[config.mk]
export PLATFORM = sky130hd
export DESIGN_NAME = uart_rx_fifo
export DESIGN_NICKNAME = d
export VERILOG_FILES = /design/src/rtl/uart_pkg.sv /design/src/rtl/sync_fifo.sv /design/src/rtl/uart_rx_fifo.sv
export SDC_FILE = /design/constraint.sdc
export NUM_CORES = 1
export LEC_CHECK = 0
export ABC_AREA = 1
export ABC_CLOCK_PERIOD_IN_PS = 7600
export BUFFER_PORTS_ARGS = -buffer_cell sky130_fd_sc_hd__buf_2
export CAP_MARGIN = 30
export CORE_UTILIZATION = 65
export CTS_CLUSTER_DIAMETER = 80
export CTS_CLUSTER_SIZE = 24
export DETAILED_ROUTE_END_ITERATION = 12
export PLACE_DENSITY = 0.89
export SETUP_SLACK_MARGIN = 0.4
export SLEW_MARGIN = 20
export SYNTH_ARGS = -nofsm -noshare
export SYNTH_HDL_FRONTEND = slang
export SYNTH_SLANG_ARGS = --single-unit
[constraint.sdc]
create_clock -name i_clk -period 7.6 [get_ports i_clk]
set_input_delay 1.52 -clock i_clk [delete_from_list [all_inputs] [get_ports i_clk]]
set_output_delay 1.52 -clock i_clk [all_outputs]
set_load 0.1 [all_outputs]
[src/rtl/uart_pkg.sv]
// Shared UART definitions: default timing and FIFO depth, plus the receive FSM state encoding.
package uart_pkg;

    localparam int DEFAULT_CLKS_PER_BIT = 434;
    localparam int DEFAULT_DEPTH        = 8;

    localparam logic [1:0] RX_IDLE_ENC  = 2'd0;
    localparam logic [1:0] RX_START_ENC = 2'd1;
    localparam logic [1:0] RX_DATA_ENC  = 2'd2;
    localparam logic [1:0] RX_STOP_ENC  = 2'd3;

    typedef enum logic [1:0] {
        RX_IDLE  = RX_IDLE_ENC,
        RX_START = RX_START_ENC,
        RX_DATA  = RX_DATA_ENC,
        RX_STOP  = RX_STOP_ENC
    } rx_state_t;

endpackage

[src/rtl/sync_fifo.sv]
// Show-ahead circular FIFO with occupancy counter; storage is cleared by the asynchronous reset.
module sync_fifo #(
    parameter int WIDTH = 8,
    parameter int DEPTH = 8
) (
    input  logic                     clk,
    input  logic                     rst,
    input  logic                     push,
    input  logic                     pop,
    input  logic [WIDTH-1:0]         wr_data,
    output logic [WIDTH-1:0]         rd_data,
    output logic                     full,
    output logic                     empty,
    output logic [$clog2(DEPTH):0]   count
);

    localparam int AW = $clog2(DEPTH);
    localparam logic [AW-1:0] PTR_ONE   = AW'(1);
    localparam logic [AW:0]   CNT_ONE   = (AW + 1)'(1);
    localparam logic [AW:0]   CNT_FULL  = (AW + 1)'(DEPTH);

    logic [WIDTH-1:0] mem [DEPTH];
    logic [AW-1:0]    wr_ptr_reg;
    logic [AW-1:0]    rd_ptr_reg;
    logic [AW:0]      count_reg;
    logic             do_push;
    logic             do_pop;

    assign empty   = (count_reg == '0);
    assign full    = (count_reg == CNT_FULL);
    assign do_pop  = pop && !empty;
    // A pop frees a slot in the same cycle, so a push into a full FIFO still lands.
    assign do_push = push && (!full || do_pop);
    assign rd_data = mem[rd_ptr_reg];
    assign count   = count_reg;

    always_ff @(posedge clk or posedge rst) begin
        if (rst) begin
            for (int i = 0; i < DEPTH; i++) begin
                mem[i] <= '0;
            end
            wr_ptr_reg <= '0;
            rd_ptr_reg <= '0;
            count_reg  <= '0;
        end else begin
            if (do_push) begin
                mem[wr_ptr_reg] <= wr_data;
                wr_ptr_reg      <= wr_ptr_reg + PTR_ONE;
            end
            if (do_pop) begin
                rd_ptr_reg <= rd_ptr_reg + PTR_ONE;
            end
            case ({do_push, do_pop})
                2'b10:   count_reg <= count_reg + CNT_ONE;
                2'b01:   count_reg <= count_reg - CNT_ONE;
                default: count_reg <= count_reg;
            endcase
        end
    end

endmodule

[src/rtl/uart_rx_fifo.sv]
// 8N1 UART receiver: two-flop synchronizer, mid-bit sampling deframer and show-ahead byte FIFO
// with sticky overrun / framing-error flags.
module uart_rx_fifo
    import uart_pkg::*;
#(
    parameter int CLKS_PER_BIT = DEFAULT_CLKS_PER_BIT,
    parameter int DEPTH        = DEFAULT_DEPTH
) (
    input  logic                   i_clk,
    input  logic                   i_rst,
    input  logic                   i_uart_rx,
    input  logic                   i_rx_pop,
    input  logic                   i_clear_err,
    output logic [7:0]             o_rx_data,
    output logic                   o_rx_valid,
    output logic [$clog2(DEPTH):0] o_count,
    output logic                   o_overrun,
    output logic                   o_frame_err
);

    localparam int CNT_W = $clog2(CLKS_PER_BIT);
    localparam logic [CNT_W-1:0] HALF_CNT = CNT_W'((CLKS_PER_BIT - 1) / 2);
    localparam logic [CNT_W-1:0] LAST_CNT = CNT_W'(CLKS_PER_BIT - 1);
    localparam logic [CNT_W-1:0] CNT_ONE  = CNT_W'(1);

    rx_state_t        state_reg;
    logic [1:0]       sync_reg;
    logic [CNT_W-1:0] cnt_reg;
    logic [2:0]       bit_idx_reg;
    logic [7:0]       shift_reg;
    logic             frame_err_reg;
    logic             overrun_reg;

    logic             rx_sync;
    logic             stop_sample;
    logic             push;
    logic             stop_bad;
    logic             overrun_set;
    logic             fifo_full;
    logic             fifo_empty;

    assign rx_sync     = sync_reg[1];
    assign stop_sample = (state_reg == RX_STOP) && (cnt_reg == LAST_CNT);
    assign push        = stop_sample && rx_sync;
    assign stop_bad    = stop_sample && !rx_sync;
    assign overrun_set = push && fifo_full && !i_rx_pop;

    always_ff @(posedge i_clk or posedge i_rst) begin
        if (i_rst) begin
            sync_reg      <= 2'b11;
            state_reg     <= RX_IDLE;
            cnt_reg       <= '0;
            bit_idx_reg   <= '0;
            shift_reg     <= '0;
            frame_err_reg <= 1'b0;
            overrun_reg   <= 1'b0;
        end else begin
            sync_reg <= {sync_reg[0], i_uart_rx};

            case (state_reg)
                RX_IDLE: begin
                    if (!rx_sync) begin
                        state_reg <= RX_START;
                        cnt_reg   <= '0;
                    end
                end
                RX_START: begin
                    if (cnt_reg != HALF_CNT) begin
                        cnt_reg <= cnt_reg + CNT_ONE;
                    end else if (!rx_sync) begin
                        state_reg   <= RX_DATA;
                        cnt_reg     <= '0;
                        bit_idx_reg <= '0;
                    end else begin
                        state_reg <= RX_IDLE;
                    end
                end
                RX_DATA: begin
                    if (cnt_reg != LAST_CNT) begin
                        cnt_reg <= cnt_reg + CNT_ONE;
                    end else begin
                        shift_reg[bit_idx_reg] <= rx_sync;
                        cnt_reg                <= '0;
                        bit_idx_reg            <= bit_idx_reg + 3'd1;
                        if (bit_idx_reg == 3'd7) begin
                            state_reg <= RX_STOP;
                        end
                    end
                end
                RX_STOP: begin
                    // Leave at mid stop bit so a back-to-back start edge is not missed.
                    if (cnt_reg != LAST_CNT) begin
                        cnt_reg <= cnt_reg + CNT_ONE;
                    end else begin
                        state_reg <= RX_IDLE;
                    end
                end
                default: state_reg <= RX_IDLE;
            endcase

            if (stop_bad) begin
                frame_err_reg <= 1'b1;
            end else if (i_clear_err) begin
                frame_err_reg <= 1'b0;
            end

            if (overrun_set) begin
                overrun_reg <= 1'b1;
            end else if (i_clear_err) begin
                overrun_reg <= 1'b0;
            end
        end
    end

    sync_fifo #(
        .WIDTH (8),
        .DEPTH (DEPTH)
    ) u_fifo (
        .clk     (i_clk),
        .rst     (i_rst),
        .push    (push),
        .pop     (i_rx_pop),
        .wr_data (shift_reg),
        .rd_data (o_rx_data),
        .full    (fifo_full),
        .empty   (fifo_empty),
        .count   (o_count)
    );

    assign o_rx_valid  = !fifo_empty;
    assign o_overrun   = overrun_reg;
    assign o_frame_err = frame_err_reg;

endmodule

==> metrics.txt, run 1 <==
worst hold slack after final layout roughly 0.36 ns; most used cells in the layout excluding fill and tap cells nand2_1, dfrtp_1, nand4_1; min Tclk post-route 4.36 ns; CTS resizes 0; worst-margin pin slew 0.889 ns; Placed Instance Area roughly 5500 µm²; clock tree from TritonCTS done; Clock Latency Late Sink around 0.37 ns; portion of total power attributed to sequential cells 0.360; number of buffers inserted by port buffering 19; launch instance of the worst register-to-register path cnt_reg[1]; Setup CP Type flop to output pin; main combinational cell family by area after synthesis simple AND/OR/NAND/NOR gates; fraction of layout cells with a size suffix above 1 0.0974; final total power 1.67 mW; Simple-Gate Fraction of Synth Area 0.357; Min-Delay Startpoint sync_reg[0]; number of max-cap violations 0; overall track demand over capacity in global routing 0.338; overall routed net length 13500 µm; result of the run finished, final reports clean; Synth-to-Final Area Change 5.50%; CTS root buffer clkbuf_8; pwr dens roughly 300 nW/µm²; Final Cycle Share 0.574; Ys Warns 0; placement-stage worst setup slack 3.54 ns; overall die height between 90 and 100 µm; multi-input gate area in the final layout 2530 µm²; Post-synth top flop dfrtp_1; Static Leak a little over 3 nW; Initial Util 0.689; Pint 0.845 mW; Std-Cell Core Area 7890 µm²; type of element capturing the critical path output pin; number of buffers created by CTS 9; Max FO, Critical Path 18; final sum of negative setup slack 0 ns; number of design-rule violations left by the first detailed-router iteration around 540; compound-cell area share of the yosys netlist 0.0686; total via count after detailed routing 4948; post-route standard cell area excluding fillers 5730 µm²; Die Wd roughly 93 µm; register clock-pin slew on the reported worst setup and hold paths 0.10 ns; timing-limited maximum frequency 229 MHz; Num Clock Sinks 100; final HPWL from detailed placement around 8800 µm; endpoint of the lowest-slack register-to-register path u_fifo.count[2]; setup repair after global routing missed its margin no; ANT nets after route 0; final count of negative-setup-slack endpoints 0; top cells by area, synth dfrtp_1, nand2_1, nand4_1; worst hold path stage count 0; final number of max-transition violations 0; initial antenna violation count 0; number of buffers inserted by hold repair at cts 0; net load switching power 0.825 mW; buffers from clock root to sink, at most 2; Post-Synthesis Net Count 697; Yosys top cell area share 0.451; worst clock skew 0.0114 ns; reg2reg path depth 14; count of flip-flops with a built-in enable after synthesis 0; Yosys top cell by area dfrtp_1; share of flip-flops with an asynchronous set or reset 1.00; CP Data Required Time between 6 and 7 ns; Final Non-Filler Cells 790; vias in the first global route 4760; peak supply drop 0.000234 V; Worst Hold Path EP sync_reg[1]; net switching fraction of the power 0.494; depth of the CTS H-tree 3; Placed Cells slightly below 800; Pre-antenna DRT Iters 5; worst rel slew slack 0.407; pin count of the biggest net entering global routing between 70 and 80; multiplexer share of the synthesized area 0; most frequent standard cell in the layout excluding fill and tap cells nand2_1; count of boundary I/O pins 20; sequential standard cell area 2500 µm²; Comb pwr share 0.420; Filler cells 584; share of total power in the clock network 0.220; fraction of synthesized cell area in xor and xnor cells 0.0177; number of endpoints with negative hold slack in the final report 0; final core utilization 0.727; Antenna diodes 0; Tightest Hold Check Type flop to flop; first-pass GRT wire length 22700 µm; number of unique standard cell types used by synthesis 29; portion of the post-synthesis area used by sequential elements 0.461; die area between 8000 and 9000 µm²; Vias per Instance 6.26; placer's final routability congestion estimate 0.943; register bit count reported by yosys 100; total standard cell area after synthesis 5430 µm²; reg-to-reg slack, setup 4.57 ns; WP data arrival 2.84 ns; PnR worst setup slack 3.24 ns; row count 32; routed wirelength normalized by instance count 17.1 µm; Congestion Overflow GR 0; buffer count from post-CTS setup fixing 0; kind of start point of the critical path flop; number of flip-flops in the largest register 64; Total Nets Final around 700; total DRC errors in the routed layout 0; average cell area after synthesis 7.97 µm²; arithmetic-cell share of the synthesized area counting full adders, half adders and majority gates 0.0230; Post-Syn Instances 682
[power by group through the flow]
stage / registers, mW / logic (mW) / clock network, mW
2_1_floorplan: 0.663 / 0.514 / 0
3_3_place_gp: 0.621 / 0.659 / 0
3_5_place_dp: 0.624 / 0.671 / 0
4_1_cts: 0.614 / 0.673 / 0.367
5_1_grt: 0.605 / 0.745 / 0.390
6_report: 0.602 / 0.701 / 0.367
[synthesized netlist by cell type, types with 9 or more instances]
cell	count
o21ai_0	52
inv_1	46
nand4_1	69
ha_1	10
nand3_1	22
xor2_1	9
buf_2	9
clkbuf_1	19
nand2_1	232
dfrtp_1	98
nor2_1	58
a21oi_1	10
[kinds of logic after synthesis]
kind of cell	Yosys count
AO/OA/AOI/OAI	72
XOR/XNOR	11
adder cells (fa/ha/maj)	10
buffers and inverters	87
flip-flops	100
AND/OR/NAND/NOR	402
[worst max-delay path, cell delays in order (launching register included)]
cell and delay (ns):
dfrtp_1 0.75, clkinv_1 0.65, nor2_1 0.24, o21ai_0 0.12, a31oi_1 0.25, buf_2 0.46
[worst max path at each step]
| stage | start | to | slack [ns] | cells past startpoint |
|---|---|---|---|---|
| 3_3_place_gp | u_fifo.rd_ptr_reg[0] | o_rx_data[1] | 3.65 | 6 |
| 6_report | u_fifo.rd_ptr_reg[1] | o_rx_data[1] | 3.24 | 5 |
| 5_1_grt | u_fifo.rd_ptr_reg[0] | o_rx_data[1] | 3.03 | 7 |
| 3_5_place_dp | u_fifo.rd_ptr_reg[0] | o_rx_data[1] | 3.54 | 6 |
| 4_1_cts | u_fifo.rd_ptr_reg[0] | o_rx_data[1] | 3.14 | 6 |
| 2_1_floorplan | i_rst | asynchronous set/reset pin | 3.46 | 1 |
[area by class of cell]
type | count | share of cell area
tap | 102 | 0.0223
clock inverter | 7 | 0.0162
multi-input combinational | 495 | 0.442
sequential | 100 | 0.437
inverter | 52 | 0.0349
timing repair buffer | 25 | 0.0264
clock buffer | 9 | 0.0216
[metal layers]
layer  share of wire  vias to the layer above  track usage  routed length [µm]
met5               0                        -            0                   0
met4           0.033                        0        0.153                 446
met3           0.087                       68       0.0691                1180
met2            0.48                      278        0.542                6550
met1            0.40                     2348        0.445                5340
li1                -                     2254            -                   -
Note: power is estimated with default switching activity, not from simulation.
==> run 2: changes to the inputs <==
--- a/config.mk
+++ b/config.mk
@@ -6,14 +6,14 @@
 export NUM_CORES = 1
 export LEC_CHECK = 0
 export ABC_AREA = 1
-export ABC_CLOCK_PERIOD_IN_PS = 7600
+export ABC_CLOCK_PERIOD_IN_PS = 3900
 export BUFFER_PORTS_ARGS = -buffer_cell sky130_fd_sc_hd__buf_2
 export CAP_MARGIN = 30
-export CORE_UTILIZATION = 65
+export CORE_UTILIZATION = 56
 export CTS_CLUSTER_DIAMETER = 80
 export CTS_CLUSTER_SIZE = 24
 export DETAILED_ROUTE_END_ITERATION = 12
-export PLACE_DENSITY = 0.89
+export PLACE_DENSITY = 0.82
 export SETUP_SLACK_MARGIN = 0.4
 export SLEW_MARGIN = 20
 export SYNTH_ARGS = -nofsm -noshare
==> constraint.sdc (replaced) <==
create_clock -name i_clk -period 3.9 [get_ports i_clk]
set_input_delay 0.78 -clock i_clk [delete_from_list [all_inputs] [get_ports i_clk]]
set_output_delay 0.78 -clock i_clk [all_outputs]
set_load 0.1 [all_outputs]
==> run 2 against run 1 <==
- register-to-register slack lost 3.1 ns
- power is 92% higher
- sequential power is 89% higher
- routed wire length fell by 3.3%
==> metrics.txt, run 2 (synthesis results as in run 1) <==
overall routed net length 13100 µm (-3.3%); timing-limited maximum frequency 300 MHz; total DRC errors in the routed layout 0 (unchanged); sequential standard cell area 2500 µm² (unchanged); fraction of met1 tracks used by global routing 0.373 (-0.0721); vias in the first global route 4512 (-5.2%); Min-Delay Startpoint sync_reg[0]; Setup CP Type flop to output pin; pwr dens 560 nW/µm² (+92%); count of boundary I/O pins 20 (unchanged); worst rel slew slack 0.394 (-0.0132); kind of start point of the critical path flop; register clock-pin slew on the reported worst setup and hold paths 0.09 ns (about the same); final number of max-transition violations 0 (unchanged); final total power 3.21 mW (+92%); most frequent standard cell in the layout excluding fill and tap cells nand2_1; fraction of layout cells with a size suffix above 1 0.0934 (-0.00395); Vias per Instance 5.95 (-5.0%); endpoint of the lowest-slack register-to-register path u_fifo.count[2]; peak supply drop 0.000331 V (+41%); number of flip-flops in the largest register 64 (unchanged); Max FO, Critical Path 18 (unchanged); launch instance of the worst register-to-register path u_fifo.count[0]; CTS resizes 0 (unchanged); buffer count from post-CTS setup fixing 0 (unchanged); worst clock skew 0.0115 ns (+0.0000878 ns); CP Data Required Time 3.12 ns (-2.96 ns); Synth-to-Final Area Change 5.64%; reg-to-reg slack, setup 1.43 ns (-3.14 ns); total via count after detailed routing 4842 (-2.1%); ANT nets after route 0 (unchanged); Static Leak 3.01 nW (-0.64%); overall track demand over capacity in global routing 0.283 (-0.0555); number of endpoints with negative hold slack in the final report 0 (unchanged); type of element capturing the critical path output pin; number of design-rule violations left by the first detailed-router iteration 451 (-16%); number of buffers created by CTS 9 (unchanged); row count 35 (+9.4%); Initial Util 0.583 (-0.106); Die Wd 101 µm (+7.6%); Clock Latency Late Sink 0.38 ns (about the same); reg2reg path depth 11 (-3); final count of negative-setup-slack endpoints 0 (unchanged); result of the run finished, final reports clean; Num Clock Sinks 100 (unchanged); Most Crowded Layer GR met2; Total Nets Final 697 (-0.14%); Tightest Hold Check Type flop to flop; worst hold path stage count 0 (unchanged); buffers from clock root to sink, at most 2 (unchanged); Std-Cell Core Area 9330 µm² (+18%); most used cells in the layout excluding fill and tap cells nand2_1, dfrtp_1, nand4_1; placer's final routability congestion estimate 0.906 (-3.9%); Worst Hold Path EP sync_reg[1]; met3 Track Usage GR 0.0527 (-0.0164); met2 demand-to-capacity share in global routing 0.443 (-0.0991); CTS root buffer clkbuf_8; initial antenna violation count 0 (unchanged); overall die height 101 µm (+7.6%); placement-stage worst setup slack 1.04 ns (-2.50 ns); final sum of negative setup slack 0 ns (unchanged); depth of the CTS H-tree 3 (unchanged); WP data arrival 2.56 ns (-0.28 ns); multi-input gate area in the final layout 2540 µm² (+0.20%); worst-margin pin slew 0.909 ns (+0.0198 ns); die area 10100 µm² (+16%); setup repair after global routing missed its margin no; Congestion Overflow GR 0 (unchanged); PnR worst setup slack 0.564 ns (-2.67 ns); number of buffers inserted by port buffering 19 (unchanged); final HPWL from detailed placement 8920 µm (+1.7%); pin count of the biggest net entering global routing 70 (-1.4%); first-pass GRT wire length 22200 µm (-1.9%); routed wirelength normalized by instance count 16.1 µm (-6.1%); Antenna diodes 0 (unchanged); number of max-cap violations 0 (unchanged); Final Cycle Share 0.855; number of buffers inserted by hold repair at cts 0 (unchanged); clock tree from TritonCTS done; Pre-antenna DRT Iters 5 (unchanged); min Tclk post-route approximately 3.3 ns; Filler cells 780 (+34%)
[run 2: routing by layer]
layer / wire length, µm / vias to the layer above
met5: 0 / -
met4: 641 / 0
met3: 774 / 61
met2: 6090 / 208
met1: 5570 / 2325
li1: - / 2248
[run 2: cell type report]
class	instances	area share
clock buffers	10	0.0222
flip-flops and latches	100	0.436
inverters	52	0.0349
well taps	129	0.0281
multi-input cells	495	0.442
repair buffers	24	0.0231
clock inverters	4	0.0133
[run 2: worst max-delay path by stage]
stage                    startpoint                    endpoint  cells after the start  slack [ns]
2_1_floorplan                 i_rst  asynchronous set/reset pin                      1        0.50
5_1_grt        u_fifo.rd_ptr_reg[1]                o_rx_data[2]                      5        0.42
3_3_place_gp   u_fifo.rd_ptr_reg[1]                o_rx_data[3]                      5        1.12
6_report       u_fifo.rd_ptr_reg[1]                o_rx_data[3]                      5        0.56
4_1_cts        u_fifo.rd_ptr_reg[1]                o_rx_data[3]                      5        0.62
3_5_place_dp   u_fifo.rd_ptr_reg[1]                o_rx_data[2]                      5        1.04
[run 2: stage by stage]
| step | util | hold WS, ns | instance area [µm²] | cells |
|---|---|---|---|---|
| after floorplan | - | 0.345 | 5440 | 682 |
| after CTS | 0.615 | 0.368 | 5740 | 814 |
| after global routing | 0.615 | 0.375 | 5740 | 814 |
| after global placement | 0.594 | 0.346 | 5540 | 800 |
| final | 0.615 | 0.366 | 5740 | 814 |
| after detailed placement | 0.594 | 0.349 | 5540 | 800 |
[run 2: power breakdown]
part	internal, mW	total [mW]	switching [mW]
clock network	0.356	0.709	0.353
logic	0.250	1.36	1.11
registers	1.08	1.14	0.0671
[run 2: worst max-delay path: stages (launching register included)]
cell and delay (ns):
dfrtp_1 0.66, clkinv_1 0.52, nor2_1 0.21, o21ai_0 0.13, a31oi_1 0.20, buf_2 0.44
==> run 3: changes to the inputs <==
--- a/config.mk
+++ b/config.mk
@@ -13,7 +13,7 @@
 export CTS_CLUSTER_DIAMETER = 80
 export CTS_CLUSTER_SIZE = 24
 export DETAILED_ROUTE_END_ITERATION = 12
-export PLACE_DENSITY = 0.82
+export PLACE_DENSITY = 0.83
 export SETUP_SLACK_MARGIN = 0.4
 export SLEW_MARGIN = 20
 export SYNTH_ARGS = -nofsm -noshare
==> run 3 against run 2 <==
- global-route usage rose by 0.67 points
- register-to-register slack improved by 0.02 ns
- non-clock buffer count rose by 1
- die area did not move
- final cell count rose by 0.25%
- sequential cell count did not move
- core utilization rose by 0.86 points
==> metrics.txt, run 3 (synthesis results as in run 1) <==
Placed Instance Area 5560 µm² (+0.50%); Std-Cell Core Area 9330 µm² (unchanged); die area 10100 µm² (unchanged); overall track demand over capacity in global routing 0.289 (+0.00669); buffers from clock root to sink, at most 2 (unchanged); overall routed net length 13200 µm (+0.92%); Setup CP Type flop to output pin; Highest Signal Layer met4; post-route standard cell area excluding fillers 5820 µm² (+1.4%); min Tclk post-route 3.29 ns (-0.0425 ns); placement-stage worst setup slack 0.981 ns (-0.0588 ns); pwr dens 576 nW/µm² (+2.9%); Total Nets Final 698 (+0.14%); final HPWL from detailed placement 8850 µm (-0.73%); result of the run finished, final reports clean; number of endpoints with negative hold slack in the final report 0 (unchanged); Initial Util 0.583 (unchanged); number of max-cap violations 0 (unchanged); total DRC errors in the routed layout 0 (unchanged); fraction of layout cells with a size suffix above 1 0.0975 (+0.00409); number of buffers inserted by port buffering 19 (unchanged); number of buffers inserted by hold repair at cts 0 (unchanged); Clock Latency Late Sink 0.36 ns (-0.02 ns); routed wirelength normalized by instance count 16.2 µm (+0.67%); number of buffers created by CTS 9 (unchanged); worst rel slew slack 0.377 (-0.0171); Static Leak 3.05 nW (+1.3%); Final Cycle Share 0.845 (-0.0109); Die Wd 101 µm (unchanged); type of element capturing the critical path output pin; vias in the first global route 4770 (+5.7%); timing-limited maximum frequency 304 MHz (+1.3%); depth of the CTS H-tree 3 (unchanged); critical path's slowest cell dfrtp_1; number of flip-flops in the largest register 64 (unchanged); initial antenna violation count 0 (unchanged); CP delay by family, top buffers and inverters; final total power 3.35 mW (+4.3%); Vias per Instance 5.95 (about the same); most used cells in the layout excluding fill and tap cells nand2_1, dfrtp_1, nand4_1; most frequent standard cell in the layout excluding fill and tap cells nand2_1; clock tree from TritonCTS done; Max FO, Critical Path 18 (unchanged); count of boundary I/O pins 20 (unchanged); first-pass GRT wire length 22700 µm (+2.3%); cells traversed along the worst timing path clkinvlp_4 -> nor2_1 -> o21ai_0 -> a31oi_1 -> buf_2; PnR worst setup slack 0.606 ns (+0.0425 ns); Detail Route met3 WL 856 µm (+11%); peak supply drop 0.000497 V (+50%); Pre-antenna DRT Iters 6 (+1); final number of max-transition violations 0 (unchanged); register clock-pin slew on the reported worst setup and hold paths 0.09 ns (about the same); wire length the detailed router placed on met1 5440 µm (-2.3%); CP Data Required Time 3.12 ns (about the same); WP data arrival 2.51 ns (-0.05 ns); setup repair after global routing missed its margin no; Bufs and invs on worst path 2 (unchanged); final sum of negative setup slack 0 ns (unchanged); worst-margin pin slew 0.934 ns (+0.0256 ns); Synth-to-Final Area Change 7.11%; row count 35 (unchanged); worst clock skew 0.00998 ns (-0.00152 ns); total via count after detailed routing 4855 (+0.27%); Antenna diodes 0 (unchanged); Num Clock Sinks 100 (unchanged); overall die height 101 µm (unchanged); number of design-rule violations left by the first detailed-router iteration 455 (+0.89%); final count of negative-setup-slack endpoints 0 (unchanged); maximum single-stage delay on the critical path 0.70 ns (+0.04 ns); placer's final routability congestion estimate 0.923 (+1.9%); Congestion Overflow GR 0 (unchanged); CTS root buffer clkbuf_8; Tightest Hold Check Type flop to flop; pin count of the biggest net entering global routing 70 (unchanged); ANT nets after route 0 (unchanged); DR WL met2 6140 µm (+0.72%); kind of start point of the critical path flop
[run 3: cell type report]
type | count | area (µm²)
Multi-Input combinational cell | 495 | 2540
Sequential cell | 100 | 2500
Inverter | 52 | 204
Timing Repair Buffer | 25 | 160
Clock buffer | 10 | 128
Tap cell | 129 | 161
Fill cell | 775 | 3510
Clock inverter | 5 | 125
[run 3: final timing paths]
kind	slack, ns	to	start	depth (start not counted)
min in group asynchronous	0.41	cnt_reg[5]	i_rst	2
min reg2reg	0.36	sync_reg[1]	sync_reg[0]	0
max in group asynchronous	2.72	u_fifo.rd_ptr_reg[1]	i_rst	4
max	0.61	o_rx_data[7]	u_fifo.rd_ptr_reg[1]	5
min	0.36	sync_reg[1]	sync_reg[0]	0
max reg2reg	1.45	u_fifo.count[2]	u_fifo.count[0]	11
[run 3: what timing repair did]
item / 4_1_cts / 5_1_grt
setup endpoints to repair: 0 / 3
gates resized for setup: 0 / 1
setup buffers: 0 / 0
[run 3: where the power goes]
group | total [mW] | internal [mW] | switching (mW)
Combinational | 1.38 | 0.255 | 1.12
Sequential | 1.15 | 1.08 | 0.0721
Clock | 0.829 | 0.487 | 0.342
[run 3: metrics by stage]
| stage | hold slack, ns | std cells | util |
|---|---|---|---|
| after floorplan | 0.345 | 682 | - |
| after global placement | 0.346 | 800 | 0.594 |
| after detailed placement | 0.354 | 801 | 0.597 |
| after CTS | 0.367 | 816 | 0.624 |
| after global routing | 0.373 | 816 | 0.624 |
| final | 0.364 | 816 | 0.624 |
[run 3: routing by layer]
layer | up-vias | global-route usage
li1 | 2252 | -
met4 | 0 | 0.198
met2 | 219 | 0.438
met1 | 2318 | 0.388
met3 | 66 | 0.0395
met5 | - | 0
